===== src/rtl/hazard_scoreboard.sv =====
// Hazard controller for the 5-stage MIPS pipeline: forwarding selects, load/branch/HI-LO
// stalls, a MULT/DIV latency scoreboard and a saturating stall-cycle counter.
module hazard_scoreboard #(
  parameter int unsigned REG_ADDR_WIDTH    = 5,
  parameter int unsigned MULT_LATENCY      = 4,
  parameter int unsigned DIV_LATENCY       = 32,
  parameter int unsigned STALL_COUNT_WIDTH = 16,
  localparam int unsigned CNT_W            = $clog2(DIV_LATENCY + 1)
) (
  input  logic                         clk,
  input  logic                         reset_n,
  input  logic [REG_ADDR_WIDTH-1:0]    Rs_decode,
  input  logic [REG_ADDR_WIDTH-1:0]    Rt_decode,
  input  logic                         branch_decode,
  input  logic                         using_HI_LO_decode,
  input  logic                         muldiv_start_decode,
  input  logic                         muldiv_is_div_decode,
  input  logic [REG_ADDR_WIDTH-1:0]    Rs_execute,
  input  logic [REG_ADDR_WIDTH-1:0]    Rt_execute,
  input  logic [REG_ADDR_WIDTH-1:0]    write_register_execute,
  input  logic                         register_write_execute,
  input  logic                         memory_to_register_execute,
  input  logic [REG_ADDR_WIDTH-1:0]    write_register_memory,
  input  logic                         register_write_memory,
  input  logic                         memory_to_register_memory,
  input  logic [REG_ADDR_WIDTH-1:0]    write_register_writeback,
  input  logic                         register_write_writeback,
  input  logic                         program_counter_multiplexer_jump_execute,
  output logic                         stall_fetch,
  output logic                         stall_decode,
  output logic                         flush_execute_register,
  output logic                         forward_register_file_output_A_decode,
  output logic                         forward_register_file_output_B_decode,
  output logic [1:0]                   forward_register_file_output_A_execute,
  output logic [1:0]                   forward_register_file_output_B_execute,
  output logic                         hi_lo_busy,
  output logic [CNT_W-1:0]             muldiv_cycles_remaining,
  output logic [STALL_COUNT_WIDTH-1:0] stall_cycle_count
);

  logic [CNT_W-1:0]             cnt_q, cnt_d;
  logic [STALL_COUNT_WIDTH-1:0] stall_cnt_q, stall_cnt_d;
  logic                         lwstall, branchstall, muldiv_stall, hazard, issue;

  // Register 0 is hardwired, so it never produces a dependency.
  function automatic logic dep(input logic [REG_ADDR_WIDTH-1:0] src,
                               input logic [REG_ADDR_WIDTH-1:0] dst,
                               input logic                      wr);
    return wr && (src != '0) && (src == dst);
  endfunction

  function automatic logic [1:0] fwd_sel(input logic [REG_ADDR_WIDTH-1:0] src);
    if (dep(src, write_register_memory, register_write_memory))
      return 2'b10;
    else if (dep(src, write_register_writeback, register_write_writeback))
      return 2'b01;
    else
      return 2'b00;
  endfunction

  always_comb begin
    forward_register_file_output_A_execute = fwd_sel(Rs_execute);
    forward_register_file_output_B_execute = fwd_sel(Rt_execute);
    forward_register_file_output_A_decode  = dep(Rs_decode, write_register_memory, register_write_memory);
    forward_register_file_output_B_decode  = dep(Rt_decode, write_register_memory, register_write_memory);

    lwstall = dep(Rs_decode, write_register_execute, memory_to_register_execute) ||
              dep(Rt_decode, write_register_execute, memory_to_register_execute);

    branchstall = branch_decode &&
                  (dep(Rs_decode, write_register_execute, register_write_execute)   ||
                   dep(Rt_decode, write_register_execute, register_write_execute)   ||
                   dep(Rs_decode, write_register_memory, memory_to_register_memory) ||
                   dep(Rt_decode, write_register_memory, memory_to_register_memory));

    hi_lo_busy   = (cnt_q != '0);
    muldiv_stall = hi_lo_busy && (using_HI_LO_decode || muldiv_start_decode);

    hazard                 = lwstall || branchstall || muldiv_stall;
    // A resolving jump holds fetch/decode but leaves execute intact.
    stall_decode           = hazard || program_counter_multiplexer_jump_execute;
    stall_fetch            = stall_decode;
    flush_execute_register = hazard;

    issue = muldiv_start_decode && !stall_decode;
  end

  always_comb begin
    cnt_d = cnt_q;
    if (issue)
      cnt_d = muldiv_is_div_decode ? CNT_W'(DIV_LATENCY) : CNT_W'(MULT_LATENCY);
    else if (cnt_q != '0)
      cnt_d = cnt_q - CNT_W'(1);

    stall_cnt_d = stall_cnt_q;
    if (stall_decode && (stall_cnt_q != '1))
      stall_cnt_d = stall_cnt_q + STALL_COUNT_WIDTH'(1);
  end

  always_ff @(posedge clk or negedge reset_n) begin
    if (!reset_n) begin
      cnt_q       <= '0;
      stall_cnt_q <= '0;
    end else begin
      cnt_q       <= cnt_d;
      stall_cnt_q <= stall_cnt_d;
    end
  end

  assign muldiv_cycles_remaining = cnt_q;
  assign stall_cycle_count       = stall_cnt_q;

endmodule


===== config.mk =====
export PLATFORM = sky130hd
export DESIGN_NAME = hazard_scoreboard
export DESIGN_NICKNAME = d
export VERILOG_FILES = /design/src/rtl/hazard_scoreboard.sv
export SDC_FILE = /design/constraint.sdc
export NUM_CORES = 1
export LEC_CHECK = 0
export BUFFER_PORTS_ARGS = -buffer_cell sky130_fd_sc_hd__buf_2
export CELL_PAD_IN_SITES_DETAIL_PLACEMENT = 0
export CELL_PAD_IN_SITES_GLOBAL_PLACEMENT = 1
export CORE_ASPECT_RATIO = 1.25
export CORE_MARGIN = 2
export CORE_UTILIZATION = 36
export CTS_BUF_LIST = sky130_fd_sc_hd__clkbuf_16
export CTS_CLUSTER_SIZE = 24
export DETAILED_ROUTE_END_ITERATION = 7
export GPL_ROUTABILITY_DRIVEN = 0
export GPL_TIMING_DRIVEN = 0
export PLACE_DENSITY = 0.84
export SYNTH_ARGS = -nofsm -noshare
export SYNTH_HDL_FRONTEND = slang
export SYNTH_SLANG_ARGS = --single-unit

===== constraint.sdc =====
create_clock -name clk -period 4.2 [get_ports clk]
set_input_delay 0.21 -clock clk [delete_from_list [all_inputs] [get_ports clk]]
set_output_delay 0.21 -clock clk [all_outputs]
set_load 0.005 [all_outputs]

# After elaboration in Yosys (flattened, before gate mapping)

Index checks and enable logic that the tools add are counted.

Register bits after elaboration: 22
Memory bits (read-only): 0
Input bits: 47
Memories kept: 0
Bits in latches: 0
Bits in writable memories: 0

Add/sub/neg operators: 2
Multiplexer cells: 7
Bitwise logic cells: 0
$lt $le $gt $ge: 0
Reduce and logical (&&, ||, !) cells: 43
Multipliers: 0
Div/mod/pow operators: 0
Shift-type cells: 0
Equal/unequal tests: 9

Operators with widths:

| cell                    | count |
|---|---|
| $eq A5 B5 Y1            | 8 |
| $logic_and A1 B1 Y1     | 28 |
| $reduce_bool A5 Y1      | 4 |
| $mux W6                 | 3 |
| $add A16 B1 Y16 const B | 1 |
| $ne A16 B16 Y1 const B  | 1 |
| $logic_or A1 B1 Y1      | 8 |
| $reduce_bool A6 Y1      | 1 |
| $sub A6 B1 Y6 const B   | 1 |
| $mux W2                 | 2 |
| $mux W1                 | 2 |
| $reduce_bool A2 Y1      | 1 |
| $logic_not A1 Y1        | 1 |

# Longest topological paths before layout

Gate-level depths: netlist of run 1.

Word-level depth: 13
Mapped depth: 12
Mapped depth without buffers: 10

# Worst setup path before layout of run 1

OpenSTA, ideal clock, no wires.

Kind: flip-flop to flip-flop
Start point: register cnt_q[0] (netlist: muldiv_cycles_remaining[0])
End point: register stall_cnt_q[1] (netlist: stall_cycle_count[1])
Path slack: 2.017 ns
Period minus slack after synthesis: 2.183 ns
Buffers on the path: 1
Data arrival time: 2.056 ns
Cell stages (with the launch flop): 12
Required time: 4.072 ns
Cell sequence: dfrtp_1 -> inv_1 -> ha_1 -> nand2_1 -> nor3_2 -> inv_1 -> o21ai_0 -> nand2b_1 -> a311o_1 -> buf_6 -> nand2_1 -> mux2_1

Word-level cells in the longest chain between the ends: 5

Ends and longest elaborated chain:

| what                   | line | RTL |
|---|---|---|
| start, declared        | 41   | `logic [CNT_W-1:0] cnt_q, cnt_d;` |
| start signal, assigned | 105  | `cnt_q <= cnt_d;` |
| $reduce_bool A6 Y1     | 76   | `hi_lo_busy = (cnt_q != '0);` |
| named net hi_lo_busy   | 36   | `output logic hi_lo_busy,` |
| $logic_and A1 B1 Y1    | 77   | `muldiv_stall = hi_lo_busy && (using_HI_LO_decode \|\| muldiv_start_decode);` |
| $logic_or A1 B1 Y1     | 79   | `hazard = lwstall \|\| branchstall \|\| muldiv_stall;` |
| $logic_or A1 B1 Y1     | 81   | `stall_decode = hazard \|\| program_counter_multiplexer_jump_execute;` |
| $logic_and A1 B1 Y1    | 96   | `if (stall_decode && (stall_cnt_q != '1))` |
| end signal, assigned   | 106  | `stall_cnt_q <= stall_cnt_d;` |
| end, declared          | 42   | `logic [STALL_COUNT_WIDTH-1:0] stall_cnt_q, stall_cnt_d;` |

The timed path passes the listed nets, and every way through them passes these cells.
A chain may end at the register's enable or synchronous reset.

# Final worst setup path of run 1

Start point: register cnt_q[0] (netlist: muldiv_cycles_remaining[0])
End point: output stall_fetch

Word-level cells in the longest chain between the ends: 4

Ends and longest elaborated chain:

| what                | line | RTL |
|---|---|---|
| $reduce_bool A6 Y1  | 76   |  |
| $logic_and A1 B1 Y1 | 77   |  |
| $logic_or A1 B1 Y1  | 79   |  |
| $logic_or A1 B1 Y1  | 81   |  |
| end, declared       | 29   | `output logic stall_fetch,` |

No other way between the ends.

==> summary.txt, run 1 <==
Status
  • Outcome: complete, no violations

Layout
  • Final net count: 313
  • Layout cell share with drive strength beyond 1: between 30% and 40%
  • Ant diodes: 0
  • Final Non-Filler Cells: about 320
  • Finished Cell Area: 0.00220 mm²
  • P&R area growth vs syn: 33.1%
  • Final core utilization: 49.7%

Synthesis
  • Asr flop ratio synth: 100%
  • Post-synth EDFFs: 0
  • Synth Instances: between 150 and 200
  • Synth unique cells: 35
  • Synth Cell Area: 0.00165 mm²
  • Top cell type's share of synthesized area: between 30% and 40%
  • Number of synthesized register bits: 22
  • Area leader, netlist: dfrtp_1
  • Syn_nets: 230
  • Top cells by area, synth: dfrtp_1 (33%), xnor2_1 (21%), xor2_1 (9.0%)
  • Post-synthesis sequential area ratio: about a third
  • Most used DFF post-synth: dfrtp_1
  • Syn. warnings: 0
  • Post-synthesis average cell area: 9.12 µm²

Floorplan
  • Num ports: 79
  • Die Y: roughly 80 µm
  • Rows: 27
  • Total core area: 0.00443 mm²
  • DIE AREA: 0.00515 mm²
  • Starting Density: between 30 and 40%
  • Die W: 64.6 µm

Global route
  • GRT Max-Usage Layer: met2
  • Gr ovfl total: 0
  • Total track usage: 16.9%
  • Met3 Resource Use GR: 1.41%
  • Number of global-route vias before repair: 1,647
  • Largest net degree at the start of global routing: 23
  • Initial antenna violation count: 0
  • Met1 usage: between 10% and 20%
  • First-pass GRT wire length: 7030 µm
  • Met2 Usage GRT: 34.7%

Power
  • Tot Pwr: roughly 0.89 mW
  • Switch Pwr: 0.302 mW
  • Clk network pwr share: 21.8%
  • Pleak: approximately 1 nW
  • Switching Share: 33.8%
  • Seq pwr share: between 40% and 50%
  • VDD IR max: 0.174 mV
  • Combinational Power Share: 37.9%
  • Internal power: 0.591 mW
  • PwrDens: between 400 and 500 mW/mm²

Drt
  • # DRC: 0
  • Pre-antenna DRT Iters: 4
  • Via/cell ratio: 4.98
  • DR vias: between 1,500 and 2,000
  • Initial DRC Count: 70
  • Routed Antenna Nets: 0
  • Routed Wire Length: 4050 µm
  • Routed WL per cell: 12.6 µm

STA
  • Fin. max-slew vios: 0
  • Max frequency: 373 MHz
  • Rel. slew slack: roughly two thirds
  • Final Setup Violations: 0
  • Tmin final: roughly 2.7 ns
  • Clock Skews: 0.00180 ns
  • Period utilization: 63.9%
  • Final-report hold violation count: 0
  • Post-route setup TNS: 0 ns
  • Worst-Margin Slew: 0.481 ns
  • RSZ-0062 raised after global routing: no

Clock network
  • Sink Count: 22
  • Root buffer cell: clkbuf_16
  • Clk pin slew, worst setup/hold paths: ~0.050 ns
  • Clock latency on the worst-skew pair: 0.25 ns
  • Bufs on Longest Clock Path: 2
  • CTS buffer count: 3
  • CTS tree: built
  • H-tree depth: 1

Placed design
  • HPWL Detailed: 3440 µm
  • Placed Cells: about 320
  • PortBufs: a little under 80
  • Dpl cell area: 0.00211 mm²

Flow run
  • Max cap viols: 0

Worst setup path
  • Reg-to-reg endpoint: stall_cycle_count[1]
  • Worst-path maximum fanout: 11
  • RR Startpoint: muldiv_cycles_remaining[0]
  • Critical Path Sink Type: output pin
  • Setup CP Type: reg2out
  • Worst Path Arrival: 2.47 ns
  • Startpoint Class: flop
  • Worst R2R Setup Slack: 1.81 ns
  • Worst R2R Path Depth: 11
  • CP required: 3.99 ns

Worst hold path
  • HP Class: in2reg
  • Hold path endpoint: muldiv_cycles_remaining[5]
  • Hold path depth: 2
  • HP Start: muldiv_is_div_decode
==> cells in the mapped netlist (2+ instances only) <==
cell type  instances
nor3_1             7
nand3_1            8
nand2_1           13
xor2_1            17
nor2_1            12
and4_1             3
nor4_1             5
nand4_1           12
and3_1             3
inv_1              5
a21oi_1            4
ha_1               2
dfrtp_1           22
and2_1             4
or4_1              2
a31oi_1            2
o21ai_0            2
xnor2_1           40
nand2b_1           2
==> how the worst max path moves through the flow <==
stage / to / start / slack (ns)
floorplan: stall_cycle_count[1] / muldiv_cycles_remaining[0] / 2.02
global placement: stall_fetch / muldiv_cycles_remaining[0] / 1.78
CTS: stall_fetch / muldiv_cycles_remaining[0] / 1.49
detailed placement: stall_fetch / muldiv_cycles_remaining[0] / 1.77
finish: stall_fetch / muldiv_cycles_remaining[0] / 1.52
global route: stall_fetch / muldiv_cycles_remaining[0] / 1.29
==> metrics by stage <==
| step | setup WS, ns | hold slack, ns |
|---|---|---|
| after floorplan | 2.02 | -0.0856 |
| after global placement | 1.78 | 0.202 |
| after detailed placement | 1.77 | 0.197 |
| after CTS | 1.49 | 0.204 |
| after global routing | 1.29 | 0.215 |
| final | 1.52 | 0.199 |
==> critical path: stages, from the launching register on <==
cell	delay, ns
dfrtp_1	0.43
inv_1	0.08
ha_1	0.18
nand2_1	0.10
nor3_2	0.20
inv_1	0.15
o21ai_0	0.13
nand2b_1	0.09
a311o_1	0.34
buf_6	0.15
buf_8	0.14
buf_4	0.12
buf_2	0.11
==> power by group through the flow <==
stage | sequential [mW] | combinational (mW) | clock [mW]
final | 0.360 | 0.339 | 0.195
after floorplan | 0.355 | 0.199 | 0
after CTS | 0.358 | 0.346 | 0.200
after global placement | 0.359 | 0.335 | 0
after detailed placement | 0.362 | 0.343 | 0
after global routing | 0.371 | 0.391 | 0.204
==> logic make-up after synthesis <==
| group | share of synthesized area (%) |
|---|---|
| compound gates | 4.70 |
| xor+xnor | 30.2 |
| fa+ha+maj | 1.51 |
| buf+inv | 3.41 |
| flops | 33.3 |
| mux | 1.36 |
| simple gates | 25.5 |
==> sequential cells by signal, summed over array words and instances (netlist names) <==
signal                   count
stall_cycle_count           16
muldiv_cycles_remaining      6
==> placed cells by master, fill, tap and decap left out, types with 2 or more instances in the layout <==
master     instances
xnor2_1           40
nand2_1           13
nor3_1             7
nand4_1           12
nor2_1            12
or4_1              2
o21ai_0            2
a31oi_1            2
and2_1             4
inv_1              5
a21oi_1            4
nor4_1             5
ha_1               2
nand2b_1           2
and4_1             3
dfrtp_1           22
xor2_1            17
and3_1             3
nand3_1            8
buf_2             77
clkbuf_16          3
==> repair_timing <==
item	4_1_cts	5_1_grt
resized for setup	0	0
endpoints found under the hold margin	22	0
buffers inserted	0	0
hold buffers	1	0
==> layout make-up <==
cell class                      instances  area [µm²]
Fill cell                             460        2230
Multi-Input combinational cell        150        1040
Sequential cell                        22         551
Timing Repair Buffer                   78         395
Clock buffer                            3        75.1
Tap cell                               58        72.6
Buffer                                  4        37.5
Inverter                                5        18.8
Clock inverter                          1        3.75
==> routing by layer <==
metal	part of all wire, %	wire length, µm	vias up
li1	-	-	792
met1	38	1540	746
met2	56	2270	60
met3	5.1	207	2
met4	0.77	31	0
met5	0	0	-
(Power assumes the default switching activity.)
==> inputs of run 2 (changes only) <==
--- a/config.mk
+++ b/config.mk
@@ -10,13 +10,13 @@
 export CELL_PAD_IN_SITES_GLOBAL_PLACEMENT = 1
 export CORE_ASPECT_RATIO = 1.25
 export CORE_MARGIN = 2
-export CORE_UTILIZATION = 36
+export CORE_UTILIZATION = 30
 export CTS_BUF_LIST = sky130_fd_sc_hd__clkbuf_16
 export CTS_CLUSTER_SIZE = 24
 export DETAILED_ROUTE_END_ITERATION = 7
 export GPL_ROUTABILITY_DRIVEN = 0
 export GPL_TIMING_DRIVEN = 0
-export PLACE_DENSITY = 0.84
+export PLACE_DENSITY = 0.74
 export SYNTH_ARGS = -nofsm -noshare
 export SYNTH_HDL_FRONTEND = slang
 export SYNTH_SLANG_ARGS = --single-unit
==> constraint.sdc (replaced) <==
create_clock -name clk -period 2.2 [get_ports clk]
set_input_delay 0.11 -clock clk [delete_from_list [all_inputs] [get_ports clk]]
set_output_delay 0.11 -clock clk [all_outputs]
set_load 0.005 [all_outputs]
==> run 2 against run 1 <==
Worst hold slack got worse by 0.092 ns. Setup slack got worse by 1.4 ns. Final cell count is 4.4% higher. Non-clock buffer count rose by 9. Routed wire length grew 7.8%. Clock skew increased by 0.0045 ns. Register-to-register slack got worse by 1.7 ns. Combinational power rose by 140%. Critical endpoint is now stall_cycle_count[12].
==> summary.txt, run 2 (synthesized netlist as in run 1, its figures left out) <==
Clock network
  • CTS buffer count: 3
  • Sink Count: 22
  • Bufs on Longest Clock Path: 2
  • Clock latency on the worst-skew pair: between 0.2 and 0.3 ns
  • Clk pin slew, worst setup/hold paths: roughly 0.060 ns
  • H-tree depth: 1
  • CTS tree: built
  • Root buffer cell: clkbuf_16

Floorplan
  • Rows: 30
  • DIE AREA: 0.00612 mm²
  • Total core area: about 0.0054 mm²
  • Die Y: ~87 µm
  • Num ports: 79
  • Starting Density: between 30% and 40%
  • Die W: slightly above 70 µm

Drt
  • Via/cell ratio: 4.87
  • DR vias: around 1,600
  • Initial DRC Count: 79
  • Routed Wire Length: 4360 µm
  • Routed Antenna Nets: 0
  • Pre-antenna DRT Iters: 4
  • # DRC: 0
  • Routed WL per cell: 13.0 µm

Placed design
  • PortBufs: between 70 and 80
  • Pre-CTS setup slack: -0.180 ns
  • HPWL Detailed: 3520 µm

Worst setup path
  • Critical Path Sink Type: flop
  • Setup CP Type: reg2reg
  • Worst-path maximum fanout: 8
  • Startpoint Class: flop
  • Worst Path Arrival: between 2 and 2.5 ns
  • CP required: 2.34 ns

Power
  • Internal power: 1.23 mW
  • VDD IR max: 0.242 mV
  • Switch Pwr: 0.641 mW
  • Pleak: 1.08 nW
  • Tot Pwr: 1.87 mW
  • Seq pwr share: 36.0%
  • Clk network pwr share: 20.2%
  • PwrDens: 807 mW/mm²
  • Combinational Power Share: 43.7%
  • Switching Share: about a third

Worst hold path
  • HP Class: in2reg

Layout
  • Final core utilization: 43.1%
  • Commonest non-fill, non-tap cell in the layout: buf_2
  • Register area: 551 µm²
  • Ant diodes: 0
  • Final net count: 322
  • Max reg flops: 16
  • Layout cell share with drive strength beyond 1: 38.7%
  • P&R area growth vs syn: 40.1%
  • Area of the multi-input gates: between 0.001 and 0.0015 mm²
  • Commonest cells after routing, fill and taps aside: buf_2 (76), xnor2_1 (40), dfrtp_1 (22), xor2_1 (17), nand4_1 (12)
  • Fill cell count: 549

Global route
  • Total track usage: 14.5%
  • Initial antenna violation count: 0
  • Number of global-route vias before repair: roughly 1,700
  • First-pass GRT wire length: between 7000 and 8000 µm
  • Gr ovfl total: 0
  • Largest net degree at the start of global routing: 23

STA
  • Worst-Margin Slew: around 0.50 ns
  • Tmin final: 2.08 ns
  • Final Setup Violations: 0
  • Clock Skews: 0.00635 ns
  • Max frequency: 481 MHz
  • Final-report hold violation count: 0
  • Setup ws final: 0.122 ns
  • Final Hold Slack: 0.107 ns
  • Fin. max-slew vios: 0
  • RSZ-0062 raised after global routing: no
  • Post-route setup TNS: 0 ns
  • Period utilization: between 90% and 100%
  • Rel. slew slack: between 60% and 70%

Flow run
  • Max cap viols: 0

Status
  • Outcome: complete, no violations
## run 2: cell types whose count changed in the layout (fill, tap and decap cells not counted), sizes merged
cell,before,now
buf,80,89
clkinv,1,0
## run 2: critical path: stages (launching register included)
cell,delay [ns]
dfrtp_1,0.39
inv_2,0.08
ha_4,0.14
nand2_4,0.05
nor3_4,0.14
inv_2,0.06
o21ai_2,0.06
nand2b_1,0.07
a311o_1,0.38
buf_6,0.17
nand3_1,0.09
mux2_2,0.33
## run 2: path summary, 6_finish.rpt
check	startpoint	to	slack [ns]	cells past startpoint
hold / removal	muldiv_is_div_decode	muldiv_cycles_remaining[5]	0.11	2
setup / recovery	muldiv_cycles_remaining[0]	stall_cycle_count[12]	0.12	11
max in group asynchronous	reset_n	muldiv_cycles_remaining[3]	1.49	2
min in group asynchronous	reset_n	stall_cycle_count[15]	0.36	2
setup reg to reg	muldiv_cycles_remaining[0]	stall_cycle_count[12]	0.12	11
hold reg to reg	stall_cycle_count[8]	stall_cycle_count[8]	0.49	1
## run 2: power by group through the flow
stage / combinational [mW] / clock (mW) / sequential, mW
2_1_floorplan: 0.380 / 0 / 0.677
3_3_place_gp: 0.646 / 0 / 0.684
3_5_place_dp: 0.656 / 0 / 0.688
4_1_cts: 0.800 / 0.386 / 0.673
5_1_grt: 0.913 / 0.401 / 0.693
6_report: 0.817 / 0.378 / 0.673
## run 2: final cells by class
type / instances / share of cell area, %
Timing Repair Buffer: 89 / 21.1
Sequential cell: 22 / 23.8
Multi-Input combinational cell: 150 / 46.8
Tap cell: 64 / 3.46
Clock buffer: 3 / 3.24
Buffer: 2 / 0.811
Inverter: 5 / 0.811
## run 2: timing repair
item	in CTS	in global routing
endpoints found under the hold margin	22	0
setup buffers	9	2
hold buffers	1	0
setup endpoints to repair	15	3
pin swaps	3	3
resized for setup	11	4
## run 2: routing by layer
metal | vias up | part of all wire, % | GRT usage [%] | wire length [µm]
li1 | 814 | - | - | -
met1 | 749 | 38 | 15.0 | 1660
met2 | 63 | 54 | 29.0 | 2340
met3 | 5 | 7.3 | 3.24 | 317
met4 | 0 | 1.1 | 3.67 | 47
met5 | - | 0 | 0 | 0
## run 2: through the flow
stage,instances,area (µm²)
2_1_floorplan,181,1650
3_3_place_gp,322,2120
3_5_place_dp,322,2120
4_1_cts,335,2300
5_1_grt,335,2310
6_report,335,2310
==> inputs of run 3 (changes only) <==
--- a/config.mk
+++ b/config.mk
@@ -5,7 +5,7 @@
 export SDC_FILE = /design/constraint.sdc
 export NUM_CORES = 1
 export LEC_CHECK = 0
-export BUFFER_PORTS_ARGS = -buffer_cell sky130_fd_sc_hd__buf_2
+export BUFFER_PORTS_ARGS = -buffer_cell sky130_fd_sc_hd__buf_4
 export CELL_PAD_IN_SITES_DETAIL_PLACEMENT = 0
 export CELL_PAD_IN_SITES_GLOBAL_PLACEMENT = 1
 export CORE_ASPECT_RATIO = 1.25
==> run 3 against run 2 <==
Worst hold slack got worse by 0.011 ns. Clock skew decreased by 0.0031 ns. Clock power down 2%. First-iteration DRC count down 11%. Die area did not move. Critical path depth increased by 1. Non-clock buffer count increased by 1. Sequential share of layout area down 1.8 points. Final cell count is 0.30% higher. Largest power group unchanged.
==> summary.txt, run 3 (synthesized netlist as in run 1, its figures left out) <==
Status
  • Outcome: complete, no violations

Floorplan
  • Total core area: 0.00537 mm²
  • DIE AREA: 0.00612 mm²
  • Starting Density: 30.8%
  • Num ports: 79
  • Die Y: between 80 and 90 µm
  • Die W: 70.4 µm
  • Rows: 30

Layout
  • Commonest non-fill, non-tap cell in the layout: buf_4
  • Final net count: between 300 and 400
  • Finished Cell Area: 0.00250 mm²
  • Layout cell share with drive strength beyond 1: 38.6%
  • Final Non-Filler Cells: roughly 340
  • Max reg flops: 16
  • Final core utilization: 46.6%
  • Ant diodes: 0
  • P&R area growth vs syn: 51.4%
  • Commonest cells after routing, fill and taps aside: buf_4 (87), xnor2_1 (40), dfrtp_1 (22), xor2_1 (17), nand4_1 (12)

Worst setup path
  • Setup CP Type: reg2reg
  • Slowest stage cell, crit path: dfrtp_1
  • Max incr delay on CP: 0.38 ns
  • Buf/Inv on CP: 4
  • Worst Path Arrival: 2.23 ns
  • CP Cell Sequence: inv_1 > ha_2 > nand2_2 > nor3_4 > inv_2 > o21ai_2 > nand2b_1 > a311o_1 > buf_6 > buf_4 > nand3_2 > mux2_2
  • CP required: 2.34 ns
  • Critical Path Sink Type: flop
  • Worst-path maximum fanout: 5
  • Startpoint Class: flop
  • Crit path max-delay family: buffers and inverters

Global route
  • Total track usage: 15.6%
  • First-pass GRT wire length: 7650 µm
  • Initial antenna violation count: 0
  • Largest net degree at the start of global routing: 23
  • Number of global-route vias before repair: 1,685
  • Gr ovfl total: 0

Power
  • Pleak: 1.12 nW
  • Clk network pwr share: 19.4%
  • VDD IR max: between 0.2 and 0.25 mV
  • Switch Pwr: 0.631 mW
  • Combinational Power Share: between 40% and 50%
  • PwrDens: 767 mW/mm²
  • Seq pwr share: 35.7%
  • Internal power: 1.29 mW
  • Switching Share: approximately a third

Drt
  • Routed Wire Length: 4620 µm
  • Routed WL per cell: between 10 and 15 µm
  • Via/cell ratio: 4.95
  • Routed Antenna Nets: 0
  • DR vias: around 1,700
  • Initial DRC Count: 70
  • Pre-antenna DRT Iters: 4
  • # DRC: 0

STA
  • Clock Skews: between 0.003 and 0.004 ns
  • Period utilization: 95.3%
  • Final-report hold violation count: 0
  • Fin. max-slew vios: 0
  • Final Setup Violations: 0
  • Worst-Margin Slew: 0.393 ns
  • Max frequency: around 480 MHz
  • Tmin final: approximately 2.1 ns
  • Rel. slew slack: between 70% and 80%
  • Final Hold Slack: 0.0961 ns

Clock network
  • Bufs on Longest Clock Path: 2
  • CTS tree: built
  • Sink Count: 22
  • H-tree depth: 1
  • Root buffer cell: clkbuf_16
  • Clk pin slew, worst setup/hold paths: 0.06 ns
  • CTS buffer count: 3
  • Clock latency on the worst-skew pair: 0.25 ns

Placed design
  • Dpl cell area: around 0.0023 mm²
  • Placed Cells: between 300 and 400
  • HPWL Detailed: 3680 µm
  • PortBufs: 77

Flow run
  • Max cap viols: 0

Worst hold path
  • HP Class: in2reg
[run 3: stage by stage]
| stage | setup TNS (ns) | power, mW | setup slack (ns) |
|---|---|---|---|
| after floorplan | 0 | 1.06 | 0.0169 |
| after global placement | -1.08 | 1.43 | -0.188 |
| after detailed placement | -1.10 | 1.45 | -0.188 |
| after CTS | 0 | 1.91 | 0.000436 |
| after global routing | -0.00138 | 2.06 | -0.00138 |
| final | 0 | 1.92 | 0.103 |
[run 3: power groups by stage]
stage          Combinational (mW)  Clock (mW)  Sequential [mW]
6_report                    0.861       0.372            0.684
2_1_floorplan               0.380           0            0.677
3_5_place_dp                0.749           0            0.696
5_1_grt                     0.953       0.400            0.705
3_3_place_gp                0.738           0            0.693
4_1_cts                     0.845       0.385            0.680
[run 3: timing repair]
item	in CTS	in global routing
setup endpoints to repair	15	10
resized for setup	7	4
buffers inserted	9	2
hold buffers	1	0
cloned	0	0
pin swaps	3	2
hold endpoints to repair	22	0
[run 3: final timing paths]
path / endpoint / startpoint / slack [ns] / cells past startpoint
min: muldiv_cycles_remaining[5] / muldiv_is_div_decode / 0.1 / 2
max reg2reg: stall_cycle_count[12] / muldiv_cycles_remaining[0] / 0.10 / 12
min in group asynchronous: stall_cycle_count[15] / reset_n / 0.29 / 2
min reg2reg: muldiv_cycles_remaining[3] / muldiv_cycles_remaining[3] / 0.51 / 1
max in group asynchronous: muldiv_cycles_remaining[2] / reset_n / 1.69 / 2
max: stall_cycle_count[12] / muldiv_cycles_remaining[0] / 0.10 / 12
[run 3: metal layers]
layer,global-route usage [%],up-vias,part of all wire [%]
li1,-,819,-
met1,16.3,764,36
met2,29.7,73,54
met3,3.82,6,8.1
met4,6.12,0,1.6
met5,0,-,0
[run 3: area by class of cell]
| cell class | count | area [µm²] |
|---|---|---|
| Sequential cell | 22 | 551 |
| Buffer | 3 | 30.0 |
| Inverter | 5 | 18.8 |
| Multi-Input combinational cell | 150 | 1070 |
| Tap cell | 64 | 80.1 |
| Timing Repair Buffer | 89 | 674 |
| Fill cell | 552 | 2870 |
| Clock buffer | 3 | 75.1 |
[run 3: worst register-to-register path, delay by kind of cell, from the launching register on]
kind	cells	cell delay, ns
compound gates	2	0.34
buf+inv	4	0.40
simple gates	4	0.35
fa+ha+maj	1	0.18
flops	1	0.38
mux	1	0.32
